## src/rtl/cmd_pkg.sv

```systemverilog
// Shared definitions for the UART command sequencer: character codes, FSM states
// and the character/nibble conversion helpers.
package cmd_pkg;

  localparam logic [7:0] CMD_M = 8'h6d;
  localparam logic [7:0] CMD_W = 8'h77;
  localparam logic [7:0] CMD_R = 8'h72;
  localparam logic [7:0] CR    = 8'h0d;
  localparam logic [7:0] LF    = 8'h0a;
  localparam logic [7:0] SP    = 8'h20;

  typedef enum logic [2:0] {
    StIdle,
    StRxAck,
    StExec,
    StTxWait,
    StTxAck
  } state_e;

  typedef enum logic [1:0] {
    CmdNone,
    CmdWrite,
    CmdRead
  } cmd_e;

  // Returns {valid, nibble}; valid is 0 for anything that is not a hex digit.
  function automatic logic [4:0] hex_val(input logic [7:0] c);
    logic [4:0] r;
    r = 5'h00;
    if (c >= 8'h30 && c <= 8'h39) begin
      r = {1'b1, c[3:0]};
    end else if ((c >= 8'h41 && c <= 8'h46) || (c >= 8'h61 && c <= 8'h66)) begin
      r = {1'b1, c[3:0] + 4'd9};
    end
    return r;
  endfunction

  function automatic logic [7:0] nib2ascii(input logic [3:0] n);
    logic [7:0] r;
    if (n < 4'd10) begin
      r = 8'h30 + {4'h0, n};
    end else begin
      r = 8'h37 + {4'h0, n};
    end
    return r;
  endfunction

endpackage

```

## src/rtl/uart_byte_handshake.sv

```systemverilog
// One-cycle request pulse followed by a wait for the peer to drop its ready flag.
// done marks the cycle in which the peer has acknowledged the pulse.
module uart_byte_handshake (
  input  logic clk,
  input  logic reset_n,
  input  logic start,
  input  logic ready,
  output logic pulse,
  output logic done
);

  logic pulse_q;
  logic wait_q;

  always_ff @(posedge clk or negedge reset_n) begin
    if (!reset_n) begin
      pulse_q <= 1'b0;
      wait_q  <= 1'b0;
    end else begin
      pulse_q <= start;
      if (start) begin
        wait_q <= 1'b1;
      end else if (done) begin
        wait_q <= 1'b0;
      end
    end
  end

  // Ignore ready during the pulse cycle itself; the peer reacts on the following edge.
  assign done  = wait_q && !pulse_q && !ready;
  assign pulse = pulse_q;

endmodule

```

## src/rtl/uart_cmd_sequencer.sv

```systemverilog
// Parses single-character UART commands and sequences the 8-bit port bus
// (m = set port, w = write, r = read and reply over the UART transmitter).
module uart_cmd_sequencer
  import cmd_pkg::*;
#(
  parameter bit HEX_REPLY = 1'b0,
  parameter bit AUTO_INC  = 1'b1
) (
  input  logic       clk,
  input  logic       reset_n,
  input  logic [7:0] rx_data,
  input  logic       rx_ready,
  output logic       rx_read,
  output logic [7:0] tx_data,
  input  logic       tx_ready,
  output logic       tx_write,
  output logic [7:0] port_id,
  output logic [7:0] out_port,
  output logic       write_strobe,
  output logic       read_strobe,
  input  logic [7:0] in_port,
  output logic       busy,
  output logic [7:0] err_count
);

  state_e     state_q, state_d;
  cmd_e       cmd_q, cmd_d;
  logic [7:0] acc_q, acc_d;
  logic [7:0] port_id_q, port_id_d;
  logic [7:0] out_port_q, out_port_d;
  logic       write_strobe_q, write_strobe_d;
  logic       read_strobe_q, read_strobe_d;
  logic [7:0] err_q, err_d;
  logic [7:0] rd_byte_q, rd_byte_d;
  logic [7:0] tx_data_q, tx_data_d;
  logic       tx_second_q, tx_second_d;

  logic       rx_start, rx_done;
  logic       tx_start, tx_done;
  logic [4:0] hv;

  assign hv = hex_val(rx_data);

  uart_byte_handshake u_rx_hs (
    .clk     (clk),
    .reset_n (reset_n),
    .start   (rx_start),
    .ready   (rx_ready),
    .pulse   (rx_read),
    .done    (rx_done)
  );

  uart_byte_handshake u_tx_hs (
    .clk     (clk),
    .reset_n (reset_n),
    .start   (tx_start),
    .ready   (tx_ready),
    .pulse   (tx_write),
    .done    (tx_done)
  );

  always_comb begin
    state_d        = state_q;
    cmd_d          = cmd_q;
    acc_d          = acc_q;
    port_id_d      = port_id_q;
    out_port_d     = out_port_q;
    write_strobe_d = 1'b0;
    read_strobe_d  = 1'b0;
    err_d          = err_q;
    rd_byte_d      = rd_byte_q;
    tx_data_d      = tx_data_q;
    tx_second_d    = tx_second_q;
    rx_start       = 1'b0;
    tx_start       = 1'b0;

    unique case (state_q)
      StIdle: begin
        if (rx_ready) begin
          rx_start = 1'b1;
          cmd_d    = CmdNone;
          state_d  = StRxAck;
          if (hv[4]) begin
            acc_d = {acc_q[3:0], hv[3:0]};
          end else if (rx_data == CMD_M) begin
            port_id_d = acc_q;
          end else if (rx_data == CMD_W) begin
            cmd_d = CmdWrite;
          end else if (rx_data == CMD_R) begin
            cmd_d = CmdRead;
          end else if (rx_data == CR || rx_data == LF || rx_data == SP) begin
            cmd_d = CmdNone;
          end else if (err_q != 8'hff) begin
            err_d = err_q + 8'd1;
          end
        end
      end

      StRxAck: begin
        if (rx_done) begin
          state_d = (cmd_q == CmdNone) ? StIdle : StExec;
        end
      end

      // First EXEC cycle raises the strobe; the second retires it, so port_id only
      // advances once the strobe has been seen with a stable address.
      StExec: begin
        if (!write_strobe_q && !read_strobe_q) begin
          if (cmd_q == CmdWrite) begin
            out_port_d     = acc_q;
            write_strobe_d = 1'b1;
          end else begin
            read_strobe_d = 1'b1;
          end
        end else begin
          if (AUTO_INC) begin
            port_id_d = port_id_q + 8'd1;
          end
          if (read_strobe_q) begin
            rd_byte_d   = in_port;
            tx_second_d = 1'b0;
            state_d     = StTxWait;
          end else begin
            state_d = StIdle;
          end
        end
      end

      StTxWait: begin
        if (tx_ready) begin
          tx_start = 1'b1;
          state_d  = StTxAck;
          if (!HEX_REPLY) begin
            tx_data_d = rd_byte_q;
          end else if (tx_second_q) begin
            tx_data_d = nib2ascii(rd_byte_q[3:0]);
          end else begin
            tx_data_d = nib2ascii(rd_byte_q[7:4]);
          end
        end
      end

      StTxAck: begin
        if (tx_done) begin
          if (HEX_REPLY && !tx_second_q) begin
            tx_second_d = 1'b1;
            state_d     = StTxWait;
          end else begin
            tx_second_d = 1'b0;
            state_d     = StIdle;
          end
        end
      end

      default: begin
        state_d = StIdle;
      end
    endcase
  end

  always_ff @(posedge clk or negedge reset_n) begin
    if (!reset_n) begin
      state_q        <= StIdle;
      cmd_q          <= CmdNone;
      acc_q          <= 8'h00;
      port_id_q      <= 8'h00;
      out_port_q     <= 8'h00;
      write_strobe_q <= 1'b0;
      read_strobe_q  <= 1'b0;
      err_q          <= 8'h00;
      rd_byte_q      <= 8'h00;
      tx_data_q      <= 8'h00;
      tx_second_q    <= 1'b0;
    end else begin
      state_q        <= state_d;
      cmd_q          <= cmd_d;
      acc_q          <= acc_d;
      port_id_q      <= port_id_d;
      out_port_q     <= out_port_d;
      write_strobe_q <= write_strobe_d;
      read_strobe_q  <= read_strobe_d;
      err_q          <= err_d;
      rd_byte_q      <= rd_byte_d;
      tx_data_q      <= tx_data_d;
      tx_second_q    <= tx_second_d;
    end
  end

  assign port_id      = port_id_q;
  assign out_port     = out_port_q;
  assign write_strobe = write_strobe_q;
  assign read_strobe  = read_strobe_q;
  assign err_count    = err_q;
  assign tx_data      = tx_data_q;
  assign busy         = (state_q != StIdle);

endmodule

```

## config.mk

```make
export PLATFORM = sky130hd
export DESIGN_NAME = uart_cmd_sequencer
export DESIGN_NICKNAME = d
export VERILOG_FILES = /design/src/rtl/cmd_pkg.sv /design/src/rtl/uart_byte_handshake.sv /design/src/rtl/uart_cmd_sequencer.sv
export SDC_FILE = /design/constraint.sdc
export NUM_CORES = 1
export LEC_CHECK = 0
export CORE_UTILIZATION = 46
export CTS_CLUSTER_DIAMETER = 50
export CTS_CLUSTER_SIZE = 28
export DETAILED_ROUTE_END_ITERATION = 8
export GPL_TIMING_DRIVEN = 0
export MAX_ROUTING_LAYER = met4
export PLACE_DENSITY = 0.76
export SLEW_MARGIN = 20
export SYNTH_ARGS = -nofsm -noshare
export SYNTH_HDL_FRONTEND = slang
export SYNTH_SLANG_ARGS = --single-unit
```

## constraint.sdc

```tcl
create_clock -name clk -period 2.1 [get_ports clk]
set_clock_uncertainty 0.1 [all_clocks]
set_input_delay 0.42 -clock clk [delete_from_list [all_inputs] [get_ports clk]]
set_output_delay 0.42 -clock clk [all_outputs]
set_load 0.005 [all_outputs]
```

==> impl_metrics.py, run 1 <==
metrics = {
    "place": {
        "preCtsSetupSlack_ns": -0.833,
        "portBuffers": 55,
        "dpl.hpwl_mm": 4.27,
        "gp_congestion": 0.821,
    },
    "power": {
        "sw_frac_of_total_pct": 30.3,
        "power.share.sequential_pct": 45.3,
        "power.switching_mw": 1.09,
        "powerDensity_nw_per_um2": 945,
        "intPower_mw": 2.51,
        "power_frac_clock_pct": 28.0,
        "p_leak_nw": 1.77,
        "comb_power_share_pct": 26.7,
        "peakVddDrop_uv": 485,
    },
    "clocking": {
        "cts_tree": "yes",
        "htree_levels": 3,
        "clk_pin_slew_ns": 0.06,
        "clockBufferDepth": 2,
        "cts_sinks": 59,
        "cts_made_buffers": 9,
        "clkLatencyLatePin_ns": 0.34,
        "cts_root_buffer": "clkbuf_8",
    },
    "timing": {
        "setup-violations-final": 0,
        "max_slew_margin_pct": 69.4,
        "period_share_pct": 98.7,
        "period_minus_slack_ns": 2.07,
        "finalMaxSlewViolations": 0,
        "timing.fmax_ghz": 0.483,
        "tightest_slew_ns": 0.458,
        "fin_ws_ns": 0.0279,
        "hold_viol_final": 0,
    },
    "grt": {
        "globalRouteTotalUtil_pct": 22.3,
        "grt_pass1_wl_mm": 10.3,
        "grt_antenna_before_repair": 0,
        "grt_pass1_vias": 2168,
        "grt_remaining_overflow": 0,
        "grt_max_degree": 40,
    },
    "critical_path": {
        "r2r-end": "err_count[1]",
        "arrival_ns": 2.19,
        "reg2reg_from": "state_q[0]",
        "reg2reg_depth": 6,
        "startpoint": "state_q[0]",
        "cp-end-kind": "flip-flop",
        "critical_path_required_ns": 2.22,
        "cp-start-kind": "flip-flop",
        "rrSetupSlack_ns": 0.03,
        "cp_max_fo": 9,
        "critPathKind": "reg2reg",
    },
    "synthesis": {
        "ys_ff_latch": 59,
        "yosysWarnings": 0,
        "synth_adder_area_share_pct": 2.69,
        "synth_compound_area_share_pct": 10.3,
        "synth_area_leader_cell": "dfrtp_1",
        "postSynth.asyncResetShare_pct": 100,
        "syn_nets": 293,
        "ys_seq_area_share_pct": 53.0,
        "synth-edff-count": 0,
        "synth.distinct_cells": 50,
        "synth_top_family_by_area": "simple AND/OR/NAND/NOR gates",
        "syn_avg_cell_area_sq_um": 10.4,
        "yosys.area_share.simple_pct": 18.9,
        "synth.cell_area_sq_um": 2790,
        "synth-xor-area-share_pct": 2.83,
        "synth_commonest_cells": "59 x dfrtp_1, 49 x nand2_1, 19 x mux2_2, 15 x a21oi_1, 13 x o21ai_0",
        "netlist.area_leader.share_pct": 53.0,
        "synthTopCellsByArea": "dfrtp_1 53%, mux2_2 7.7%, nand2_1 6.6%, a21oi_1 2.7%, ha_1 2.7%",
        "ys.flop_type": "dfrtp_1",
        "synth_cells": 267,
        "yosysMostFrequentCell": "dfrtp_1",
        "synthMuxAreaShare_pct": 9.29,
    },
    "finish": {
        "fillCellCount": 447,
        "diodes": 0,
        "finalNetCount": 369,
        "fin_util_pct": 67.1,
        "final_layout_size_suffix_gt1_share_pct": 21.6,
        "syn2layout_area_growth_pct": 36.6,
    },
    "floorplanning": {
        "core-area_sq_um": 5680,
        "initial_core_util_pct": 49.1,
        "io_pins": 57,
        "dieArea_sq_um": 6380,
        "die_w_microns": 79.8,
        "rows": 27,
        "fp.dieH_microns": 79.8,
    },
    "status": {
        "status": "completed",
    },
    "detailed_routing": {
        "drc": 0,
        "antenna_left": 0,
        "wl_per_cell_microns": 15.2,
        "drt_iter0_markers": 103,
        "vias_per_cell": 5.49,
        "via_count": 2305,
        "dr.pass1.iters": 4,
        "totalWireLength_mm": 6.39,
    },
    "min_path": {
        "hp-start": "rx_data[1]",
        "whs_path_depth": 3,
        "hold_path.class": "in2reg",
        "hold-path-endpoint": "acc_q[1]",
    },
    "flow_run": {
        "cap_violations": 0,
    },
}
## area by class of cell
class                      count  area (sq um)  share of cell area (%)
buffer                         8          41.3                    1.08
clock buffer                  10           138                    3.61
clock inverter                 6          55.1                    1.45
inverter                      10          37.5                   0.986
multi-input combinational    189          1330                    34.9
sequential                    59          1480                    38.8
tap                           72          90.1                    2.37
timing repair buffer          66           641                    16.8
## per-layer routing
layer	wire (microns)	global-route usage (%)	share of wire, %	vias up
met1	2850	28.2	45	1133
met4	94	6.96	1.5	0
met2	3140	34.4	49	69
met3	310	6.63	4.8	6
met5	0	-	0	-
li1	-	-	-	1097
## flip-flops by register name (all words and copies together), names as in the netlist
signal	flops
u_rx_hs.wait_q	1
u_rx_hs.pulse	1
read_strobe	1
out_port	8
u_tx_hs.pulse	1
tx_data	8
write_strobe	1
state_q	3
cmd_q	2
acc_q	8
err_count	8
u_tx_hs.wait_q	1
port_id	8
rd_byte_q	8
## kinds of logic after synthesis
group | after synthesis
and+or+nand+nor | 105
DFF | 59
AOI/OAI and AO/OA | 46
muxes | 23
xor gates and xnor gates | 9
adders and majority gates | 6
buffers and inverters | 19
## power by group through the flow
stage                     logic, mW  clock network, mW  registers, mW
after global placement        0.870                  0           1.63
after floorplan               0.456                  0           1.58
after CTS                     0.934               1.02           1.63
final                         0.959               1.01           1.63
after detailed placement      0.897                  0           1.64
after global routing           1.06               1.08           1.67
## repair_timing
action | 4_1_cts | 5_1_grt
resized for setup | 16 | 22
buffers inserted | 5 | 4
endpoints found under the hold margin | 20 | 0
pin swaps | 8 | 4
hold buffers | 1 | 0
setup endpoints to repair | 25 | 13
## cells in the final DEF (no fill, tap or decap), drive strengths merged, types with 2 or more instances in the layout
master,synthesis,routed
or4b,2,2
nand4,4,4
nor3,7,7
clkinv,1,6
a21oi,16,16
a32o,2,2
mux2,20,20
ha,6,6
nand3,9,9
nor3b,2,2
dfrtp,59,59
nor2,11,11
clkbuf,4,16
nand2b,2,2
nand2,49,49
xnor2,7,7
inv,9,9
nor2b,3,3
dlygate4sd2,0,2
o21ai,14,14
buf,5,15
xor2,2,2
mux2i,3,3
clkdlybuf4s50,0,47
dlymetal6s2s,0,3
and4,2,2
nand4b,3,3
o32ai,2,2
and3,4,4
## through the flow
stage	hold WS (ns)	power, mW	cells	TNS, ns	area (sq um)
4_1_cts	0.365	3.58	417	0	3740
6_report	0.355	3.60	420	0	3810
5_1_grt	0.391	3.81	420	-0.0166	3810
3_5_place_dp	0.228	2.54	395	-15.55	3450
2_1_floorplan	0.0244	2.04	267	0	2790
3_3_place_gp	0.341	2.50	394	-92.21	3430
## worst max path at each step
stage	endpoint	slack, ns	cells past startpoint
floorplan	err_count[1]	0.03	7
global placement	tx_data[5]	-1.31	1
detailed placement	port_id[6]	-0.83	9
CTS	err_count[1]	0.02	7
global route	err_count[1]	-0.02	5
finish	err_count[1]	0.03	6
## worst max-delay path, stage by stage, from the launching register on
cell	delay, ns
dfrtp_1	0.38
buf_6	0.14
or4b_4	0.58
a21oi_4	0.17
and2_4	0.20
nand3b_4	0.09
mux2_4	0.30
No activity file was read; power rests on OpenSTA's default activity.
==> run 2, diff against run 1 <==
- PLACE_DENSITY: 0.76 -> 0.75
- SYNTH_HIERARCHICAL: default -> 1
==> run 2 against run 1 <==
Against the previous run: routed wire length shrank 7.2%; clock-buffer cell count grew 2; via count shrank 4.4%; register-to-register slack gained 0.09 ns; synthesized cell count shrank 1.1%; sequential power shrank 15%; critical endpoint is now busy; highest routed layer unchanged.
==> impl_metrics.py, run 2 <==
metrics = {
    "power": {
        "p_leak_nw": 1.72,
        "peakVddDrop_uv": 433,
        "power.total_mw": 2.83,
        "powerDensity_nw_per_um2": 732,
    },
    "synthesis": {
        "ys_ff_latch": 59,
        "syn_avg_cell_area_sq_um": 10.9,
        "synth_commonest_cells": "59 x dfrtp_1, 50 x nand2_1, 19 x mux2_2, 13 x nor2_1, 13 x o21ai_0",
        "synthTopCellsByArea": "dfrtp_1 51%, mux2_2 7.4%, nand2_1 6.5%, xnor2_1 3.0%, ha_1 2.6%",
        "synth_area_leader_cell": "dfrtp_1",
        "syn_nets": 290,
        "yosysMostFrequentCell": "dfrtp_1",
        "synth_cells": 264,
        "netlist.area_leader.share_pct": 51.4,
        "synth-edff-count": 0,
        "yosysWarnings": 6,
        "ys_seq_area_share_pct": 51.4,
        "synth.distinct_cells": 47,
        "postSynth.asyncResetShare_pct": 100,
        "ys.flop_type": "dfrtp_1",
        "synth.cell_area_sq_um": 2870,
    },
    "clocking": {
        "cts_root_buffer": "clkbuf_8",
        "cts_made_buffers": 9,
        "clkLatencyLatePin_ns": 0.33,
        "cts_tree": "yes",
        "clk_pin_slew_ns": 0.06,
        "clockBufferDepth": 2,
        "cts_sinks": 59,
        "htree_levels": 3,
    },
    "detailed_routing": {
        "drc": 0,
        "wl_per_cell_microns": 14.2,
        "via_count": 2203,
        "vias_per_cell": 5.27,
        "totalWireLength_mm": 5.93,
        "dr.pass1.iters": 4,
        "drt_iter0_markers": 196,
        "antenna_left": 0,
    },
    "finish": {
        "fillCellCount": 483,
        "finalNetCount": 365,
        "final_layout_size_suffix_gt1_share_pct": 23.3,
        "fin_util_pct": 65.0,
        "layout_common_cells": "58 x dfrtp_1, 49 x nand2_1, 46 x clkdlybuf4s50_1",
        "design_area_sq_um": 3870,
        "layout_commonest_cell": "dfrtp_1",
        "diodes": 0,
        "syn2layout_area_growth_pct": 34.7,
    },
    "floorplanning": {
        "io_pins": 57,
        "core-area_sq_um": 5960,
        "dieArea_sq_um": 6570,
        "fp.dieH_microns": 81.0,
        "rows": 28,
        "initial_core_util_pct": 48.2,
        "die_w_microns": 81.0,
    },
    "place": {
        "dpl.hpwl_mm": 4.26,
        "preCtsSetupSlack_ns": -0.796,
        "portBuffers": 54,
        "gp_congestion": 0.835,
        "place_area_sq_um": 3570,
    },
    "timing": {
        "finalMaxSlewViolations": 0,
        "timing.fmax_ghz": 0.494,
        "setup-violations-final": 0,
        "max_slew_margin_pct": 66.8,
        "hold-worst-slack_ns": 0.318,
        "period_share_pct": 96.3,
        "tightest_slew_ns": 0.498,
        "hold_viol_final": 0,
        "fin_ws_ns": 0.0773,
        "period_minus_slack_ns": 2.02,
    },
    "grt": {
        "met2_usage_pct": 31.5,
        "globalRouteTotalUtil_pct": 21.0,
        "grt_antenna_before_repair": 0,
        "grt.busiest_layer": "met2",
        "grt_pass1_vias": 2099,
        "gr-usage-met3_pct": 6.07,
        "use_met1_pct": 27.7,
        "grt_remaining_overflow": 0,
        "grt_max_degree": 59,
        "grt_pass1_wl_mm": 10.0,
    },
    "critical_path": {
        "r2r-end": "port_id[7]",
        "rrSetupSlack_ns": 0.12,
        "reg2reg_from": "state_q[1]",
        "cp_num_buf_inv": 3,
        "worstPathCellList": "buf_6 > clkinvlp_4 > nand2_1 > clkdlybuf4s50_1",
        "critical_path_required_ns": 1.58,
        "reg2reg_depth": 7,
        "cp_max_fo": 10,
        "cp-end-kind": "output port",
        "critPathKind": "reg2out",
        "arrival_ns": 1.50,
        "critical-path-top-delay-family": "buffers and inverters",
        "cp-start-kind": "flip-flop",
        "critPathMaxStageDelay_ns": 0.49,
        "cp_slowest_cell": "clkdlybuf4s50_1",
    },
    "status": {
        "status": "completed",
    },
    "flow_run": {
        "cap_violations": 0,
    },
    "min_path": {
        "hold_path.class": "in2async",
    },
}
-- run 2: cell types whose count changed after synthesis, moves of 3 or more --
cell / change
a21oi_1: -6
o22ai_1: +3
buf_6: +3
nor3_1: -4
nor2b_1: -3
xnor2_1: +3
nand2b_1: +4
-- run 2: per-layer routing --
layer | part of all wire, % | up-vias
li1 | - | 1087
met1 | 46 | 1053
met2 | 48 | 56
met3 | 4.2 | 7
met4 | 1.1 | 0
met5 | 0 | -
-- run 2: power by group --
part / leakage [nW] / total (mW) / switching [mW] / internal, mW
registers: 0.802 / 1.39 / 0.127 / 1.26
logic: 0.833 / 0.577 / 0.253 / 0.325
clock network: 0.0860 / 0.864 / 0.416 / 0.448
-- run 2: timing repair --
item	in CTS	in global routing
hold buffers	1	0
cloned	0	0
pin swaps	5	4
endpoints found under the setup margin	33	27
setup buffers	8	0
resized for setup	15	18
endpoints found under the hold margin	54	0
-- run 2: worst max-delay path by stage --
| stage | from | end | slack (ns) | depth (start not counted) |
|---|---|---|---|---|
| floorplan | rx_data[0] | err_count[1] | 0.006 | 7 |
| global placement | reset_n | err_count[0] | -1.32 | 1 |
| detailed placement | rx_data[1] | err_count[1] | -0.80 | 8 |
| CTS | rx_data[1] | err_count[1] | 0.005 | 8 |
| global route | state_q[0] | busy | -0.00004 | 4 |
| finish | state_q[1] | busy | 0.08 | 4 |
-- run 2: logic make-up after synthesis --
kind of cell | count (synthesis) | share of synthesized area [%]
buffers and inverters | 19 | 3.66
multiplexers | 25 | 10.3
AND/OR/NAND/NOR | 102 | 18.2
adder cells (fa/ha/maj) | 6 | 2.61
flip-flops | 59 | 51.4
AO/OA/AOI/OAI | 43 | 10.8
XOR/XNOR | 10 | 3.05
-- run 2: final cells by class --
type                    count  area, sq um  share of cell area (%)
clock buffers              12          145                    3.75
repair buffers             64          627                    16.2
plain buffers               9         83.8                    2.17
clock inverters             3         15.0                   0.388
inverters                  10         45.0                    1.16
multi-input cells         186         1380                    35.7
well taps                  75         93.8                    2.42
flip-flops and latches     59         1480                    38.2
-- run 2: per-stage QoR --
stage | std cells | setup TNS (ns)
after detailed placement | 394 | -14.86
after floorplan | 264 | 0
after global placement | 393 | -91.95
after global routing | 418 | -0.0000384
after CTS | 418 | 0
final | 418 | 0
==> run 3, diff against run 2 <==
- REMOVE_ABC_BUFFERS: default -> 1
==> run 3 against run 2 <==
Against the previous run: worst hold slack improved by 0.041 ns; non-clock buffer count decreased by 2; power increased by 7.8%; global-route usage rose by 1.1 points; die area unchanged; critical path depth shrank 1; clock power grew 18%; highest routed layer unchanged.
==> impl_metrics.py, run 3 (same netlist as run 2, synthesis figures left out) <==
metrics = {
    "place": {
        "gp_congestion": 0.802,
        "dpl.hpwl_mm": 4.14,
        "preCtsSetupSlack_ns": -0.970,
        "portBuffers": 56,
    },
    "detailed_routing": {
        "drt_iter0_markers": 152,
        "wl_per_cell_microns": 15.6,
        "totalWireLength_mm": 6.51,
        "antenna_left": 0,
        "drc": 0,
        "via_count": 2218,
        "dr.pass1.iters": 4,
        "vias_per_cell": 5.32,
    },
    "critical_path": {
        "cp-end-kind": "output port",
        "reg2reg_depth": 6,
        "rrSetupSlack_ns": 0.07,
        "arrival_ns": 1.53,
        "cp-start-kind": "flip-flop",
        "critPathKind": "reg2out",
        "reg2reg_from": "state_q[0]",
        "critical_path_required_ns": 1.58,
        "r2r-end": "err_count[7]",
        "cp_max_fo": 6,
    },
    "power": {
        "p_leak_nw": 1.73,
        "powerDensity_nw_per_um2": 781,
        "intPower_mw": 2.19,
        "sw_frac_of_total_pct": 28.3,
        "comb_power_share_pct": 19.9,
        "power.share.sequential_pct": 46.7,
        "power.total_mw": 3.05,
        "peakVddDrop_uv": 458,
        "power_frac_clock_pct": 33.3,
        "power.switching_mw": 0.864,
    },
    "clocking": {
        "clockBufferDepth": 2,
        "cts_tree": "yes",
        "cts_sinks": 59,
        "clk_pin_slew_ns": 0.07,
        "cts_root_buffer": "clkbuf_8",
        "htree_levels": 3,
        "clkLatencyLatePin_ns": 0.33,
        "cts_made_buffers": 9,
    },
    "timing": {
        "rsz0062_at_grt": "false",
        "finalMaxSlewViolations": 0,
        "setup-violations-final": 0,
        "setup-tns-final_ns": 0,
        "hold_viol_final": 0,
        "fin_ws_ns": 0.0529,
        "max_slew_margin_pct": 66.5,
        "period_minus_slack_ns": 2.05,
        "timing.fmax_ghz": 0.488,
        "period_share_pct": 97.5,
        "tightest_slew_ns": 0.502,
    },
    "grt": {
        "globalRouteTotalUtil_pct": 22.1,
        "grt_remaining_overflow": 0,
        "grt_max_degree": 37,
        "grt_pass1_vias": 2144,
        "grt_antenna_before_repair": 0,
        "grt_pass1_wl_mm": 10.5,
    },
    "flow_run": {
        "cap_violations": 0,
    },
    "finish": {
        "layout_commonest_cell": "dfrtp_1",
        "fin_util_pct": 65.6,
        "diodes": 0,
        "layout_common_cells": "56 x dfrtp_1, 49 x nand2_1, 47 x clkdlybuf4s50_1",
        "finalNetCount": 363,
        "final_layout_size_suffix_gt1_share_pct": 24.3,
        "syn2layout_area_growth_pct": 36.0,
    },
    "min_path": {
        "whs_path_depth": 2,
        "hold-path-endpoint": "tx_data[1]",
        "hp-start": "rd_byte_q[1]",
        "hold_path.class": "reg2reg",
    },
    "status": {
        "status": "completed",
    },
    "floorplanning": {
        "fp.dieH_microns": 81.0,
        "rows": 28,
        "dieArea_sq_um": 6570,
        "io_pins": 57,
        "initial_core_util_pct": 48.2,
        "core-area_sq_um": 5960,
        "die_w_microns": 81.0,
    },
}
[run 3: cell count changes in the layout (fill, tap and decap cells not counted), moves of 2 or more]
cell / before / now
buf_6: 6 / 0
buf_12: 0 / 3
buf_4: 9 / 12
clkbuf_1: 3 / 1
dfrtp_1: 58 / 56
dfrtp_2: 1 / 3
[run 3: layout make-up]
class                           count  area [sq um]
Sequential cell                    59          1480
Clock inverter                      5          52.6
Timing Repair Buffer               71           693
Fill cell                         484          2050
Tap cell                           75          93.8
Inverter                           10          37.5
Clock buffer                       11           141
Multi-Input combinational cell    186          1410
[run 3: what timing repair did]
action / in CTS / in global routing
endpoints found under the setup margin: 34 / 10
hold buffers: 1 / 0
setup buffers: 9 / 4
pin swaps: 5 / 1
resized for setup: 29 / 13
endpoints found under the hold margin: 23 / 0
[run 3: critical path, stage by stage (launching register included)]
cell             delay [ns]
dfrtp_2                0.49
nor2_4                 0.17
nand2_1                0.08
clkdlybuf4s50_1        0.46
[run 3: through the flow]
step | area [sq um] | hold slack, ns | cells
floorplan | 2810 | 0.0244 | 255
global placement | 3460 | 0.342 | 386
detailed placement | 3480 | 0.243 | 387
CTS | 3850 | 0.361 | 413
global route | 3910 | 0.400 | 417
finish | 3910 | 0.359 | 417
[run 3: how the worst max path moves through the flow]
stage | endpoint | cells after the start | slack [ns] | startpoint
detailed placement | out_port[6] | 4 | -0.97 | state_q[1]
global route | busy | 3 | 0.005 | state_q[2]
CTS | acc_q[2] | 8 | 0.01 | rx_data[5]
finish | busy | 3 | 0.05 | state_q[2]
floorplan | out_port[0] | 4 | -0.22 | state_q[1]
global placement | out_port[3] | 1 | -1.34 | reset_n
[run 3: metal layers]
metal / share of wire (%) / vias to the layer above / GRT usage [%]
li1: - / 1071 / -
met1: 45 / 1086 / 28.8
met2: 50 / 55 / 33.1
met3: 3.9 / 6 / 5.17
met4: 0.72 / 0 / 8.93
met5: 0 / - / -
[run 3: power groups by stage]
stage / clock network [mW] / logic [mW] / registers [mW]
global route: 1.10 / 0.661 / 1.45
floorplan: 0 / 0.251 / 1.40
CTS: 1.04 / 0.527 / 1.43
finish: 1.02 / 0.608 / 1.43
global placement: 0 / 0.474 / 1.44
detailed placement: 0 / 0.496 / 1.44
